`src/rtl/arbitro_rr4_if.sv`:
```
// Bundle of the arbiter's FIFO-side and downstream-side handshake signals.
// master: the arbiter (drives pops, push, data_out, grant, cont_out).
// slave:  the FIFO/downstream side (drives empties, valids, read data, almost-full).
interface arbitro_rr4_if #(
    parameter int DATA_SIZE = 12
);
    logic                 fifo0_empty;
    logic                 fifo1_empty;
    logic                 fifo2_empty;
    logic                 fifo3_empty;
    logic                 fifo0_valid;
    logic                 fifo1_valid;
    logic                 fifo2_valid;
    logic                 fifo3_valid;
    logic [DATA_SIZE-1:0] data_in0;
    logic [DATA_SIZE-1:0] data_in1;
    logic [DATA_SIZE-1:0] data_in2;
    logic [DATA_SIZE-1:0] data_in3;
    logic                 out_almost_full;
    logic                 pop0;
    logic                 pop1;
    logic                 pop2;
    logic                 pop3;
    logic                 push;
    logic [DATA_SIZE-1:0] data_out;
    logic [1:0]           grant;
    logic [4:0]           cont_out;

    modport master (
        input  fifo0_empty, fifo1_empty, fifo2_empty, fifo3_empty,
        input  fifo0_valid, fifo1_valid, fifo2_valid, fifo3_valid,
        input  data_in0, data_in1, data_in2, data_in3,
        input  out_almost_full,
        output pop0, pop1, pop2, pop3,
        output push, data_out, grant, cont_out
    );

    modport slave (
        output fifo0_empty, fifo1_empty, fifo2_empty, fifo3_empty,
        output fifo0_valid, fifo1_valid, fifo2_valid, fifo3_valid,
        output data_in0, data_in1, data_in2, data_in3,
        output out_almost_full,
        input  pop0, pop1, pop2, pop3,
        input  push, data_out, grant, cont_out
    );
endinterface

```
`src/rtl/arbitro_rr4.sv`:
```
// Four-to-one round-robin output arbiter. Drains four per-class FIFOs into one
// downstream FIFO, up to BURST pops per grant, with one IDLE cycle between
// grants. Pops are combinational; push/data_out/grant/cont_out are registered.
module arbitro_rr4 #(
    parameter int DATA_SIZE = 12,
    parameter int BURST     = 4
) (
    input  logic           clk,
    input  logic           reset_L,
    arbitro_rr4_if.master  bus
);
    typedef enum logic {IDLE = 1'b0, SERVE = 1'b1} state_t;

    localparam logic [2:0] LAST = 3'(BURST - 1);

    state_t               state;
    logic [1:0]           ptr;
    logic [1:0]           grant_r;
    logic [2:0]           burst_cnt;
    logic [3:0]           empty_v;
    logic [3:0]           valid_v;
    logic [3:0]           pop_v;
    logic                 pop_any;
    logic                 full;
    logic [1:0]           sel;
    logic                 sel_ok;
    logic [1:0]           cand;
    logic [DATA_SIZE-1:0] vdata;
    logic                 push_r;
    logic [DATA_SIZE-1:0] data_r;
    logic [4:0]           cont_r;

    assign empty_v = {bus.fifo3_empty, bus.fifo2_empty, bus.fifo1_empty, bus.fifo0_empty};
    assign valid_v = {bus.fifo3_valid, bus.fifo2_valid, bus.fifo1_valid, bus.fifo0_valid};
    assign full    = bus.out_almost_full;

    // First non-empty queue scanning ptr, ptr+1, ptr+2, ptr+3; the smallest
    // offset is visited last so it wins.
    always_comb begin
        sel    = 2'd0;
        sel_ok = 1'b0;
        cand   = 2'd0;
        for (int k = 3; k >= 0; k--) begin
            cand = ptr + 2'(k);
            if (!empty_v[cand]) begin
                sel    = cand;
                sel_ok = 1'b1;
            end
        end
    end

    // Mealy pop: only the granted queue, only when it has data and room exists downstream.
    always_comb begin
        pop_v = 4'b0000;
        if (state == SERVE && !empty_v[grant_r] && !full) begin
            pop_v[grant_r] = 1'b1;
        end
    end

    assign pop_any  = |pop_v;
    assign bus.pop0 = pop_v[0];
    assign bus.pop1 = pop_v[1];
    assign bus.pop2 = pop_v[2];
    assign bus.pop3 = pop_v[3];

    // Grant FSM: IDLE picks the next queue, SERVE bursts until BURST pops or the queue drains.
    always_ff @(posedge clk or negedge reset_L) begin
        if (!reset_L) begin
            state     <= IDLE;
            ptr       <= 2'd0;
            grant_r   <= 2'd0;
            burst_cnt <= 3'd0;
        end else begin
            case (state)
                IDLE: begin
                    if (sel_ok && !full) begin
                        grant_r   <= sel;
                        burst_cnt <= 3'd0;
                        state     <= SERVE;
                    end
                end
                SERVE: begin
                    if (empty_v[grant_r]) begin
                        state <= IDLE;
                        ptr   <= grant_r + 2'd1;
                    end else if (pop_any) begin
                        burst_cnt <= burst_cnt + 3'd1;
                        if (burst_cnt == LAST) begin
                            state <= IDLE;
                            ptr   <= grant_r + 2'd1;
                        end
                    end
                end
                default: state <= IDLE;
            endcase
        end
    end

    // Read-data select; at most one valid is high since only one pop is issued per cycle.
    always_comb begin
        vdata = bus.data_in0;
        if (valid_v[1]) vdata = bus.data_in1;
        if (valid_v[2]) vdata = bus.data_in2;
        if (valid_v[3]) vdata = bus.data_in3;
    end

    // Registered forward of each returned word with a running push count.
    always_ff @(posedge clk or negedge reset_L) begin
        if (!reset_L) begin
            push_r <= 1'b0;
            data_r <= '0;
            cont_r <= 5'd0;
        end else if (|valid_v) begin
            push_r <= 1'b1;
            data_r <= vdata;
            cont_r <= cont_r + 5'd1;
        end else begin
            push_r <= 1'b0;
        end
    end

    assign bus.push     = push_r;
    assign bus.data_out = data_r;
    assign bus.grant    = grant_r;
    assign bus.cont_out = cont_r;
endmodule

```
`src/flat_wrapper.sv`:
```
// flat-port wrapper written by rule: the top's interface ports become plain ports
module arbitro_rr4_flat 
#(
    parameter int DATA_SIZE = 12,
    parameter int BURST     = 4
)
  (clk, reset_L, bus_fifo0_empty, bus_fifo1_empty, bus_fifo2_empty, bus_fifo3_empty, bus_fifo0_valid, bus_fifo1_valid, bus_fifo2_valid, bus_fifo3_valid, bus_data_in0, bus_data_in1, bus_data_in2, bus_data_in3, bus_out_almost_full, bus_pop0, bus_pop1, bus_pop2, bus_pop3, bus_push, bus_data_out, bus_grant, bus_cont_out);
  arbitro_rr4_if #(.DATA_SIZE(DATA_SIZE)) bus_i ();
  input  logic clk;
  input  logic reset_L;
  input wire logic [$bits(bus_i.fifo0_empty)-1:0] bus_fifo0_empty;
  input wire logic [$bits(bus_i.fifo1_empty)-1:0] bus_fifo1_empty;
  input wire logic [$bits(bus_i.fifo2_empty)-1:0] bus_fifo2_empty;
  input wire logic [$bits(bus_i.fifo3_empty)-1:0] bus_fifo3_empty;
  input wire logic [$bits(bus_i.fifo0_valid)-1:0] bus_fifo0_valid;
  input wire logic [$bits(bus_i.fifo1_valid)-1:0] bus_fifo1_valid;
  input wire logic [$bits(bus_i.fifo2_valid)-1:0] bus_fifo2_valid;
  input wire logic [$bits(bus_i.fifo3_valid)-1:0] bus_fifo3_valid;
  input wire logic [$bits(bus_i.data_in0)-1:0] bus_data_in0;
  input wire logic [$bits(bus_i.data_in1)-1:0] bus_data_in1;
  input wire logic [$bits(bus_i.data_in2)-1:0] bus_data_in2;
  input wire logic [$bits(bus_i.data_in3)-1:0] bus_data_in3;
  input wire logic [$bits(bus_i.out_almost_full)-1:0] bus_out_almost_full;
  output wire logic [$bits(bus_i.pop0)-1:0] bus_pop0;
  output wire logic [$bits(bus_i.pop1)-1:0] bus_pop1;
  output wire logic [$bits(bus_i.pop2)-1:0] bus_pop2;
  output wire logic [$bits(bus_i.pop3)-1:0] bus_pop3;
  output wire logic [$bits(bus_i.push)-1:0] bus_push;
  output wire logic [$bits(bus_i.data_out)-1:0] bus_data_out;
  output wire logic [$bits(bus_i.grant)-1:0] bus_grant;
  output wire logic [$bits(bus_i.cont_out)-1:0] bus_cont_out;
  assign bus_i.fifo0_empty = bus_fifo0_empty;
  assign bus_i.fifo1_empty = bus_fifo1_empty;
  assign bus_i.fifo2_empty = bus_fifo2_empty;
  assign bus_i.fifo3_empty = bus_fifo3_empty;
  assign bus_i.fifo0_valid = bus_fifo0_valid;
  assign bus_i.fifo1_valid = bus_fifo1_valid;
  assign bus_i.fifo2_valid = bus_fifo2_valid;
  assign bus_i.fifo3_valid = bus_fifo3_valid;
  assign bus_i.data_in0 = bus_data_in0;
  assign bus_i.data_in1 = bus_data_in1;
  assign bus_i.data_in2 = bus_data_in2;
  assign bus_i.data_in3 = bus_data_in3;
  assign bus_i.out_almost_full = bus_out_almost_full;
  assign bus_pop0 = bus_i.pop0;
  assign bus_pop1 = bus_i.pop1;
  assign bus_pop2 = bus_i.pop2;
  assign bus_pop3 = bus_i.pop3;
  assign bus_push = bus_i.push;
  assign bus_data_out = bus_i.data_out;
  assign bus_grant = bus_i.grant;
  assign bus_cont_out = bus_i.cont_out;
  arbitro_rr4 #(.DATA_SIZE(DATA_SIZE), .BURST(BURST)) u_core (.clk(clk), .reset_L(reset_L), .bus(bus_i));
endmodule
```
`config.mk`:
```
export PLATFORM = sky130hd
export DESIGN_NAME = arbitro_rr4_flat
export DESIGN_NICKNAME = d
export VERILOG_FILES = /design/src/rtl/arbitro_rr4_if.sv /design/src/rtl/arbitro_rr4.sv /design/src/flat_wrapper.sv
export SDC_FILE = /design/constraint.sdc
export NUM_CORES = 1
export LEC_CHECK = 0
export BUFFER_PORTS_ARGS = -buffer_cell sky130_fd_sc_hd__buf_2
export CAP_MARGIN = 40
export CORE_AREA = 2 2 83 85
export CTS_CLUSTER_DIAMETER = 80
export CTS_CLUSTER_SIZE = 28
export DETAILED_ROUTE_END_ITERATION = 7
export DIE_AREA = 0 0 85 87
export GPL_TIMING_DRIVEN = 1
export PLACE_DENSITY_LB_ADDON = 0.15
export SETUP_SLACK_MARGIN = 0.2
export SYNTH_ARGS = -nofsm -noshare
export SYNTH_HDL_FRONTEND = slang
export SYNTH_SLANG_ARGS = --single-unit
```
`constraint.sdc`:
```
create_clock -name clk -period 5.15 [get_ports clk]
set_input_delay 1.03 -clock clk [delete_from_list [all_inputs] [get_ports clk]]
set_output_delay 1.03 -clock clk [all_outputs]
set_load 0.005 [all_outputs]
```
; Word level (Yosys, flattened, before mapping)
; Index checks and enable logic that the tools add are counted.
[op_classes]
n_eq_ne = 4
magnitude_cmp = 6
bitwise_logic = 1
reduce_logical = 13
add_sub_neg = 6
muxes = 37
[ops]
columns = operator, count
row1 = 2-to-1 mux 12 bit, 3
row2 = less-than comparator 2 x 3 -> 1 bit (second input constant), 5
row3 = 2-to-1 mux 1 bit, 15
row4 = 2-to-1 mux 2 bit, 7
row5 = binary-select mux 1 bit (select 2 bit), 5
row6 = 2-to-1 mux 3 bit, 3
row7 = OR reduction 4 bit, 2
row8 = case mux 3 bit (2 select lines), 1
row9 = AND reduction 3 bit, 2
row10 = adder 5 x 1 -> 5 bit (second input constant), 1
row11 = adder 2 x 1 -> 2 bit (second input constant), 2
row12 = adder 2 bit (second input constant), 2
row13 = logical AND 1 bit, 4
row14 = 2-to-1 mux 4 bit, 1
row15 = != test 2 bit (second input constant), 2
row16 = nonzero test 2 bit, 2
row17 = adder 3 x 1 -> 3 bit (second input constant), 1
row18 = equality test 3 x 2 -> 1 bit (second input constant), 1
row19 = demux 1 bit (select 2 bit), 1
row20 = greater-or-equal comparator 2 x 1 -> 1 bit (second input constant), 1
row21 = zero test 1 bit, 2
row22 = != test 2 x 1 -> 1 bit (second input constant), 1
row23 = case mux 1 bit (2 select lines), 1
row24 = AND reduction 2 bit, 1
row25 = inverter 1 bit, 1
[totals]
ff_bits = 26
out_inout_bits = 24

; Logic depth before layout (Yosys ltp)
; Gate-level depths: netlist of the first run.
[logic_depth]
depth_word = 10
depth_mapped = 6

; Worst setup path after synthesis of the first run
; Ideal clock, no wire load.
[synth_timing]
path_kind = input to output
startpoint = input bus_fifo2_empty
endpoint = output bus_pop0
arrival_ns = 1.617
stages = 4
setup_slack_ns = 2.503
required_ns = 4.120
cell_sequence = mux2i_1 -> mux2i_1 -> nor2_1 -> and2_1
[synth_via]
elab_chain_cells = 6
[synth_lines]
columns = element, line
row1 = start: declaration, flat_wrapper.sv:13  ; input wire logic [$bits(bus_i.fifo2_empty)-1:0] bus_fifo2_empty;
row2 = binary-select mux 1 bit (select 2 bit), arbitro_rr4.sv:55  ; if (state == SERVE && !empty_v[grant_r] && !full) begin
row3 = 2-to-1 mux 1 bit (not written as such), arbitro_rr4.sv:55
row4 = zero test 1 bit, arbitro_rr4.sv:55
row5 = logical AND 1 bit (2 in series), arbitro_rr4.sv:55
row6 = 2-to-1 mux 4 bit, arbitro_rr4.sv:55
row7 = end: declaration, flat_wrapper.sv:24  ; output wire logic [$bits(bus_i.pop0)-1:0] bus_pop0;
; No other way between the ends. The select of a mux whose other input is x is not followed.

; Final worst setup path of the first run
[layout_timing]
startpoint = input bus_fifo3_empty
endpoint = output bus_pop2
[layout_via]
elab_chain_cells = 6
[layout_lines]
columns = element, line
row1 = start: declaration, flat_wrapper.sv:14  ; input wire logic [$bits(bus_i.fifo3_empty)-1:0] bus_fifo3_empty;
row2 = binary-select mux 1 bit (select 2 bit), arbitro_rr4.sv:55
row3 = 2-to-1 mux 1 bit (not written as such), arbitro_rr4.sv:55
row4 = zero test 1 bit, arbitro_rr4.sv:55
row5 = logical AND 1 bit (2 in series), arbitro_rr4.sv:55
row6 = 2-to-1 mux 4 bit, arbitro_rr4.sv:55
row7 = end: declaration, flat_wrapper.sv:26  ; output wire logic [$bits(bus_i.pop2)-1:0] bus_pop2;
; No other way between the ends. The select of a mux whose other input is x is not followed.

==> results of run 1 <==
==> state kept, by name, indices dropped and copies added (netlist names) <==
register	count
u_core.bus.data_out	12
u_core.bus.cont_out	5
u_core.burst_cnt	3
u_core.bus.grant	2
u_core.ptr	2
u_core.bus.push	1
u_core.state	1
==> layer usage <==
metal	share of wire (%)	vias to the layer above	GRT usage, %
met5	0	-	0
met4	0.64	0	3.46
met3	8.3	2	2.94
met2	43	73	18.4
met1	48	655	16.0
li1	-	762	-
==> synthesized netlist by cell type <==
master / number / area, sq um
mux2_2: 3 / 33.8
o22a_1: 7 / 61.3
and2_4: 1 / 8.76
mux2i_1: 6 / 60.1
a22o_1: 6 / 52.6
nand2_1: 16 / 60.1
o21ai_0: 17 / 85.1
nand2b_1: 4 / 25.0
ha_1: 7 / 87.6
nand3_1: 1 / 5.00
nor2_1: 22 / 82.6
dfrtp_1: 26 / 651
nand4_1: 2 / 12.5
nor4_2: 1 / 12.5
xnor2_1: 3 / 26.3
o221ai_1: 1 / 8.76
and2_1: 4 / 25.0
o41ai_2: 1 / 16.3
inv_1: 5 / 18.8
o22ai_1: 1 / 6.26
a222oi_1: 5 / 50.1
or2_2: 1 / 6.26
a21oi_1: 10 / 50.1
buf_2: 5 / 25.0
nor3_2: 1 / 10.0
clkbuf_1: 2 / 7.51
a21boi_0: 1 / 7.51
nor2b_1: 6 / 37.5
xor2_1: 1 / 8.76
a311o_4: 1 / 20.0
==> critical path: stages <==
cell     delay, ns
buf_2         0.13
mux2i_1       0.17
mux2i_1       0.14
nor2_1        0.19
and2_1        0.14
buf_2         0.10
==> path summary, 6_finish.rpt <==
| path | to | slack (ns) |
|---|---|---|
| max | bus_pop2 | 2.20 |
| min | u_core.bus.cont_out[4] | 0.47 |
| max reg2reg | u_core.ptr[0] | 3.14 |
| min reg2reg | u_core.bus.cont_out[4] | 0.47 |
| max in group asynchronous | u_core.bus.grant[1] | 4.00 |
| min in group asynchronous | u_core.bus.data_out[0] | 0.76 |
==> logic make-up after synthesis <==
kind of cell             synth area share [%]
buffers and inverters                    3.29
XOR/XNOR                                 2.24
adder cells (fa/ha/maj)                  5.61
multiplexers                             6.01
AND/OR/NAND/NOR                          18.3
AO/OA/AOI/OAI                            22.9
flip-flops                               41.7
==> power by group <==
| group | leakage [nW] | internal [mW] | total, mW | switching [mW] |
|---|---|---|---|---|
| clock | 0.0357 | 0.104 | 0.169 | 0.0653 |
| sequential | 0.313 | 0.261 | 0.322 | 0.0615 |
| combinational | 0.679 | 0.152 | 0.286 | 0.134 |
| total | 1.03 | 0.517 | 0.778 | 0.261 |
==> per-stage QoR <==
stage	setup slack [ns]	power (mW)	utilization (%)	hold slack (ns)
5_1_grt	2.08	0.846	32.1	0.483
3_3_place_gp	2.20	0.619	31.0	0.459
3_5_place_dp	2.16	0.619	31.0	0.461
6_report	2.20	0.778	32.1	0.469
4_1_cts	2.20	0.790	32.1	0.477
2_1_floorplan	2.50	0.505	-	0.455
==> layout make-up <==
| class | instances | area, sq um | area share (%) |
|---|---|---|---|
| repair buffers | 82 | 410 | 19.4 |
| well taps | 80 | 100 | 4.74 |
| flip-flops and latches | 26 | 651 | 30.8 |
| clock buffers | 3 | 41.3 | 1.96 |
| clock inverters | 1 | 30.0 | 1.42 |
| multi-input cells | 129 | 860 | 40.7 |
| inverters | 5 | 18.8 | 0.889 |
==> results.yml, run 1 <==
outcome:
  status: "completed"
route:
  drt.antenna.violating_nets: 0
  drc: 0
  vias_per_cell: 4.58
  wl_per_cell_um: 13.0
  drtIter0Drc: 43
  vias: 1492
  dr.pass1.iters: 5
  routed_wl_um: 4230
placed_design:
  globalplace.congestion: 0.773
  placed_area_sq_mm: 0.00204
  post-place-cells: 322
  portBuffers: 82
  dpl.hpwl_um: 3370
clock_tree:
  htreeDepth: 1
  tritoncts: "built"
  clk_latency_ns: 0.27
  cts_setup_buffers: 0
  cts_root_buffer: "clkbuf_8"
  cts_resized: 0
  clkSlewWorstSetupHoldPaths_ns: 0.09
  cts.sinks: 26
  numCtsBuffers: 3
  hold_buffers: 0
  max-clock-path-buffers: 2
sta:
  worst_pin_slew_ns: 0.845
  period_needed_ns: 2.95
  slew-limit-headroom_pct: 43.6
  fmax_mhz: 339
  finalSetupTns_ns: 0
  hold_viol_final: 0
  period_share_pct: 57.2
  finalSetupViolCount: 0
  slew_viol_final: 0
  rsz0062_at_grt: "no"
  skew_ns: 0.00131
worst_setup_path:
  crit_path_start_kind: "input port"
  crit_fanout: 6
  reg2reg_from: "u_core.bus.grant[1]"
  critical_path_class: "input port to output pin"
  crit_path_start: "bus_fifo3_empty"
  ff2ff_path_depth: 6
  cp.required_ns: 4.12
  worst-endpoint-arrival_ns: 1.92
  endpoint_kind: "output pin"
synthesis:
  synthCells: 167
  synth-warning-count: 0
  synth_seq_cells: 26
  synthesis.area_sq_mm: 0.00156
  syn_nets: 233
  synth_cell_types: 30
  syn_avg_cell_area_sq_um: 9.35
  ys_seq_area_share_pct: 41.7
cells_and_area:
  fill_cells: 699
  final_cell_area_sq_mm: 0.00211
  fin_cells: 326
  nets: 313
  most-common-layout-cells: "82 x buf_2, 26 x dfrtp_1, 22 x nor2_1"
  drive_gt1_share_pct: 38.6
  area_delta_synth_final_pct: 35.2
  n_antenna_cell: 0
  layout_commonest_cell: "buf_2"
flow_run:
  cap_violations: 0
hold_path:
  hp-start: "u_core.bus.cont_out[4]"
  hold_class: "flop to flop"
  hold_depth: 1
floorplanning:
  rows: 30
  die_w_um: 85
  die-area_sq_mm: 0.00740
  die_h_um: 87
  start_util_pct: 23.8
  io_pins: 83
  core_area_sq_mm: 0.00657
global_route:
  grt.total_usage_pct: 11.7
  grt_pass1_wl_um: 6930
  overflow: 0
  antenna_found_initial: 0
  grt_pass1_vias: 1445
  grt_max_degree: 27
pwr:
  ir_drop_mv: 0.129
  p_leak_nw: 1.03
  powerDensity_mw_per_mm2: 368
(Power assumes the default switching activity.)
==> run 2, diff against run 1 <==
==> constraint.sdc (replaced) <==
create_clock -name clk -period 3.1 [get_ports clk]
set_input_delay 0.62 -clock clk [delete_from_list [all_inputs] [get_ports clk]]
set_output_delay 0.62 -clock clk [all_outputs]
set_load 0.005 [all_outputs]
==> results.yml, run 2 (synthesized netlist as in run 1, its figures left out) <==
sta:
  period_share_pct: 74.0
  slew-limit-headroom_pct: 60.1
  slew_viol_final: 0
  skew_ns: 0.00816
  hold_ws_ns: 0.345
  finalSetupViolCount: 0
  period_needed_ns: 2.29
  hold_viol_final: 0
  rsz0062_at_grt: "no"
  finalSetupTns_ns: 0
  fmax_mhz: 436
  worst_pin_slew_ns: 0.599
pwr:
  powerDensity_mw_per_mm2: 608
  p_leak_nw: 1.04
  ir_drop_mv: 0.235
cells_and_area:
  most-common-layout-cells: "82 x buf_2, 26 x dfrtp_1, 22 x nor2_1"
  fin_cells: 329
  drive_gt1_share_pct: 39.4
  fill_cells: 711
  largest_reg_flops: 12
  area_delta_synth_final_pct: 36.6
  layout_commonest_cell: "buf_2"
  n_antenna_cell: 0
  nets: 316
clock_tree:
  max-clock-path-buffers: 2
  cts_resized: 0
  clkSlewWorstSetupHoldPaths_ns: 0.10
  cts_setup_buffers: 0
  tritoncts: "built"
  hold_buffers: 0
  numCtsBuffers: 3
  cts_root_buffer: "clkbuf_8"
  clk_latency_ns: 0.27
  cts.sinks: 26
  htreeDepth: 1
route:
  dr.pass1.iters: 5
  drtIter0Drc: 51
  wl_per_cell_um: 13.1
  vias: 1515
  vias_per_cell: 4.60
  drc: 0
  drt.antenna.violating_nets: 0
  routed_wl_um: 4310
floorplanning:
  start_util_pct: 23.8
  die_h_um: 87
  core_area_sq_mm: 0.00657
  die_w_um: 85
  io_pins: 83
  rows: 30
  die-area_sq_mm: 0.00740
hold_path:
  hold_class: "input port to async pin"
worst_setup_path:
  reg2reg_from: "u_core.bus.grant[1]"
  ff2ff_path_depth: 6
  rrSetupSlack_ns: 1.06
  crit_path_start_kind: "flop"
  crit_fanout: 7
  rr_endpoint: "u_core.ptr[0]"
  critical_path_class: "flop to output pin"
  cp.required_ns: 2.48
  worst-endpoint-arrival_ns: 1.67
  endpoint_kind: "output pin"
  crit_path_start: "u_core.bus.grant[1]"
  crit_path_end: "bus_pop3"
outcome:
  status: "completed"
placed_design:
  post-place-cells: 325
  portBuffers: 82
  globalplace.congestion: 0.769
  dpl.hpwl_um: 3440
global_route:
  antenna_found_initial: 0
  grt_max_degree: 27
  grt_pass1_wl_um: 7400
  grt.total_usage_pct: 12.5
  overflow: 0
  grt_pass1_vias: 1564
flow_run:
  cap_violations: 0
==> run 2: cell types whose count changed in the layout (fill, tap and decap cells not counted), sizes merged <==
cell  before  now
buf       82   85
==> run 2: worst max-delay path: stages, from the launching register on <==
cell	delay, ns
dfrtp_1	0.51
mux2i_1	0.28
mux2i_1	0.16
nor2_1	0.19
and2_1	0.14
buf_2	0.10
==> run 2: metal layers <==
layer  GRT usage, %  share of wire [%]  vias up
li1               -                  -      765
met1           16.9                 48      676
met2           19.9                 43       72
met3           2.94                7.8        2
met4           3.46               0.63        0
met5              0                  0        -
==> run 2: area by class of cell <==
class                      instances  area, sq um  share of cell area (%)
multi-input combinational        129          860                    40.3
timing repair buffer              85          433                    20.3
clock buffer                       3         41.3                    1.94
tap                               80          100                    4.69
sequential                        26          651                    30.5
inverter                           5         18.8                   0.880
clock inverter                     1         30.0                    1.41
==> run 2: metrics by stage <==
step           total power, mW  instance area, sq um  util, %  worst slack, ns
2_1_floorplan            0.839                  1560        -             1.27
3_3_place_gp              1.03                  2050     31.3            0.989
3_5_place_dp              1.03                  2060     31.4            0.962
4_1_cts                   1.33                  2130     32.5            0.800
5_1_grt                   1.42                  2130     32.5            0.640
6_report                  1.30                  2130     32.5            0.806
==> run 2: worst min-delay path by stage <==
stage	startpoint	end	slack [ns]	cells after the start
floorplan	reset_L	u_core.burst_cnt[0]	0.32	0
global placement	u_core.bus.cont_out[4]	u_core.bus.cont_out[4]	0.46	1
detailed placement	u_core.bus.cont_out[4]	u_core.bus.cont_out[4]	0.47	1
CTS	reset_L	u_core.bus.data_out[10]	0.36	1
global route	reset_L	u_core.bus.data_out[10]	0.38	1
finish	reset_L	u_core.state	0.35	1
==> run 2: where the power goes <==
part / total (mW) / leakage, nW / switching, mW / internal [mW]
Combinational: 0.480 / 0.694 / 0.224 / 0.256
Sequential: 0.535 / 0.313 / 0.102 / 0.433
Clock: 0.283 / 0.0357 / 0.110 / 0.173
Total: 1.30 / 1.04 / 0.436 / 0.862
==> run 3, diff against run 2 <==
--- a/config.mk
+++ b/config.mk
@@ -5,13 +5,14 @@
 export SDC_FILE = /design/constraint.sdc
 export NUM_CORES = 1
 export LEC_CHECK = 0
+export ABC_AREA = 1
 export BUFFER_PORTS_ARGS = -buffer_cell sky130_fd_sc_hd__buf_2
 export CAP_MARGIN = 40
-export CORE_AREA = 2 2 83 85
+export CORE_AREA = 2 2 87 89
 export CTS_CLUSTER_DIAMETER = 80
 export CTS_CLUSTER_SIZE = 28
 export DETAILED_ROUTE_END_ITERATION = 7
-export DIE_AREA = 0 0 85 87
+export DIE_AREA = 0 0 89 91
 export GPL_TIMING_DRIVEN = 1
 export PLACE_DENSITY_LB_ADDON = 0.15
 export SETUP_SLACK_MARGIN = 0.2
==> constraint.sdc (replaced) <==
create_clock -name clk -period 2.3 [get_ports clk]
set_input_delay 0.46 -clock clk [delete_from_list [all_inputs] [get_ports clk]]
set_output_delay 0.46 -clock clk [all_outputs]
set_load 0.005 [all_outputs]
==> results.yml, run 3 <==
global_route:
  antenna_found_initial: 0
  grt.total_usage_pct: 12.7
  grt_max_degree: 27
  grt_pass1_wl_um: 8240
  overflow: 0
  grt_pass1_vias: 1847
sta:
  period_share_pct: 84.3
  fmax_mhz: 516
  finalSetupTns_ns: 0
  worst_pin_slew_ns: 0.592
  period_needed_ns: 1.94
  slew-limit-headroom_pct: 60.5
  rsz0062_at_grt: "no"
  skew_ns: 0.00351
  slew_viol_final: 0
  hold_viol_final: 0
  hold_ws_ns: 0.181
  finalSetupViolCount: 0
synthesis:
  syn_nets: 297
  synth_edf_count: 0
  synth-warning-count: 0
  yosys-top-cells-area: "dfrtp_1 38%, nand2_1 12%, nand3_1 6.4%"
  synthCells: 231
  yosysMostFrequentCell: "nand2_1"
  synth_area_leader_cell: "dfrtp_1"
  synth_seq_cells: 26
  syn_avg_cell_area_sq_um: 7.46
  synth_top_area_share_pct: 37.8
  synth-async-reset-ratio_pct: 100
  ys.flop_type: "dfrtp_1"
  synth_cell_types: 25
  synthesis.area_sq_mm: 0.00172
  ys_seq_area_share_pct: 37.8
  yosys-top-cells-count: "57 x nand2_1, 26 x dfrtp_1, 26 x inv_1"
clock_tree:
  htreeDepth: 1
  numCtsBuffers: 3
  cts.sinks: 26
  clk_latency_ns: 0.27
  cts_root_buffer: "clkbuf_8"
  tritoncts: "built"
  max-clock-path-buffers: 2
  clkSlewWorstSetupHoldPaths_ns: 0.09
pwr:
  powerDensity_mw_per_mm2: 818
  p_sw_mw: 0.785
  power_frac_comb_pct: 46.0
  seq_power_share_pct: 38.3
  p_leak_nw: 1.20
  switching_share_pct: 41.3
  ir_drop_mv: 0.279
  p_clk_share_pct: 15.7
  intPower_mw: 1.11
worst_setup_path:
  crit_family: "simple AND/OR/NAND/NOR gates"
  crit_path_start_kind: "flop"
  rrSetupSlack_ns: 0.56
  critPathBufInv: 3
  cp.required_ns: 1.84
  crit_chain: "inv_2 > nand2_1 > nand3_1 > nand2_2 > nand2_2 > nor2_4 > inv_2 > nor2_1 > buf_2"
  endpoint_kind: "output pin"
  crit_fanout: 7
  critical_path_class: "flop to output pin"
  critPathSlowestCell: "dfrtp_2"
  worst-endpoint-arrival_ns: 1.48
  max_stage_delay_ns: 0.44
floorplanning:
  die_w_um: 89
  die_h_um: 91
  die-area_sq_mm: 0.00810
  core_area_sq_mm: 0.00714
  rows: 31
  io_pins: 83
  start_util_pct: 24.1
cells_and_area:
  fill_cells: 793
  drive_gt1_share_pct: 33.8
  nets: 378
  most-common-layout-cells: "82 x buf_2, 57 x nand2_1, 25 x inv_1, 25 x dfrtp_1, 22 x nand3_1"
  area_delta_synth_final_pct: 34.8
  n_antenna_cell: 0
  layout_commonest_cell: "buf_2"
  largest_reg_flops: 12
route:
  routed_wl_um: 5010
  vias: 1833
  vias_per_cell: 4.47
  drtIter0Drc: 48
  wl_per_cell_um: 12.2
  dr.pass1.iters: 4
  drt.antenna.violating_nets: 0
  drc: 0
hold_path:
  hold_class: "input port to async pin"
placed_design:
  dpl.hpwl_um: 3920
  globalplace.congestion: 0.783
  portBuffers: 82
flow_run:
  cap_violations: 0
outcome:
  status: "completed"
run 3: changes by cell type after synthesis, sizes merged, moves of 7 or more:
cell and delta:
nand2 +44, a41oi +12, nand3 +21, o21ai -7
o211ai +13, o22a -7, inv +26, a21oi -9
run 3: worst paths after layout:
check / start / to / cells after the start
min in group clk: u_core.bus.cont_out[4] / u_core.bus.cont_out[4] / 1
max: u_core.bus.grant[0] / bus_pop3 / 9
min reg2reg: u_core.bus.cont_out[4] / u_core.bus.cont_out[4] / 1
max in group asynchronous: reset_L / u_core.bus.grant[0] / 1
max reg2reg: u_core.bus.grant[1] / u_core.burst_cnt[2] / 6
min: reset_L / u_core.bus.cont_out[0] / 1
run 3: per-layer routing:
metal / track usage (%) / share of wire [%] / routed length [um]
met5: 0 / 0 / 0
met4: 3.36 / 0.80 / 40
met3: 2.64 / 6.1 / 307
met2: 22.4 / 49 / 2460
met1: 15.5 / 44 / 2200
run 3: per-stage QoR:
stage	power (mW)	std cells	instance area [sq um]	utilization [%]	setup WS (ns)
global placement	1.61	405	2250	31.6	0.548
CTS	1.91	409	2310	32.3	0.240
global route	2.10	410	2320	32.5	0.209
finish	1.90	410	2320	32.5	0.361
detailed placement	1.60	405	2250	31.6	0.516
floorplan	1.30	231	1720	-	0.747
run 3: power groups by stage:
stage | Combinational, mW | Sequential, mW | Clock, mW
6_report | 0.873 | 0.727 | 0.298
3_3_place_gp | 0.868 | 0.738 | 0
4_1_cts | 0.867 | 0.729 | 0.312
3_5_place_dp | 0.862 | 0.737 | 0
2_1_floorplan | 0.601 | 0.703 | 0
5_1_grt | 1.02 | 0.752 | 0.330
run 3: cells by family after synthesis:
| group | count (synthesis) | share of synthesized area, % |
|---|---|---|
| AO/OA/AOI/OAI | 40 | 17.5 |
| flip-flops | 26 | 37.8 |
| XOR/XNOR | 5 | 2.54 |
| adder cells (fa/ha/maj) | 7 | 5.08 |
| AND/OR/NAND/NOR | 109 | 26.7 |
| buffers and inverters | 43 | 9.73 |
| multiplexers | 1 | 0.654 |
run 3: worst reg2reg max path, stage by stage, from the launching register on:
cell	delay, ns
dfrtp_1	0.44
inv_2	0.08
ha_1	0.22
o41ai_2	0.60
nand2_2	0.13
nand2_1	0.10
o21ai_1	0.06
run 3: layout make-up:
cell class	instances	area (sq um)	share of cell area, %
inverters	32	121	5.23
repair buffers	87	460	19.8
well taps	99	124	5.33
multi-input cells	162	910	39.2
flip-flops and latches	26	652	28.1
clock buffers	4	55.1	2.37
run 3: repair_timing:
action | in CTS | in global routing
setup endpoints to repair | 0 | 4
gates resized for setup | 0 | 3
hold buffers | 0 | 0
setup buffers | 0 | 1
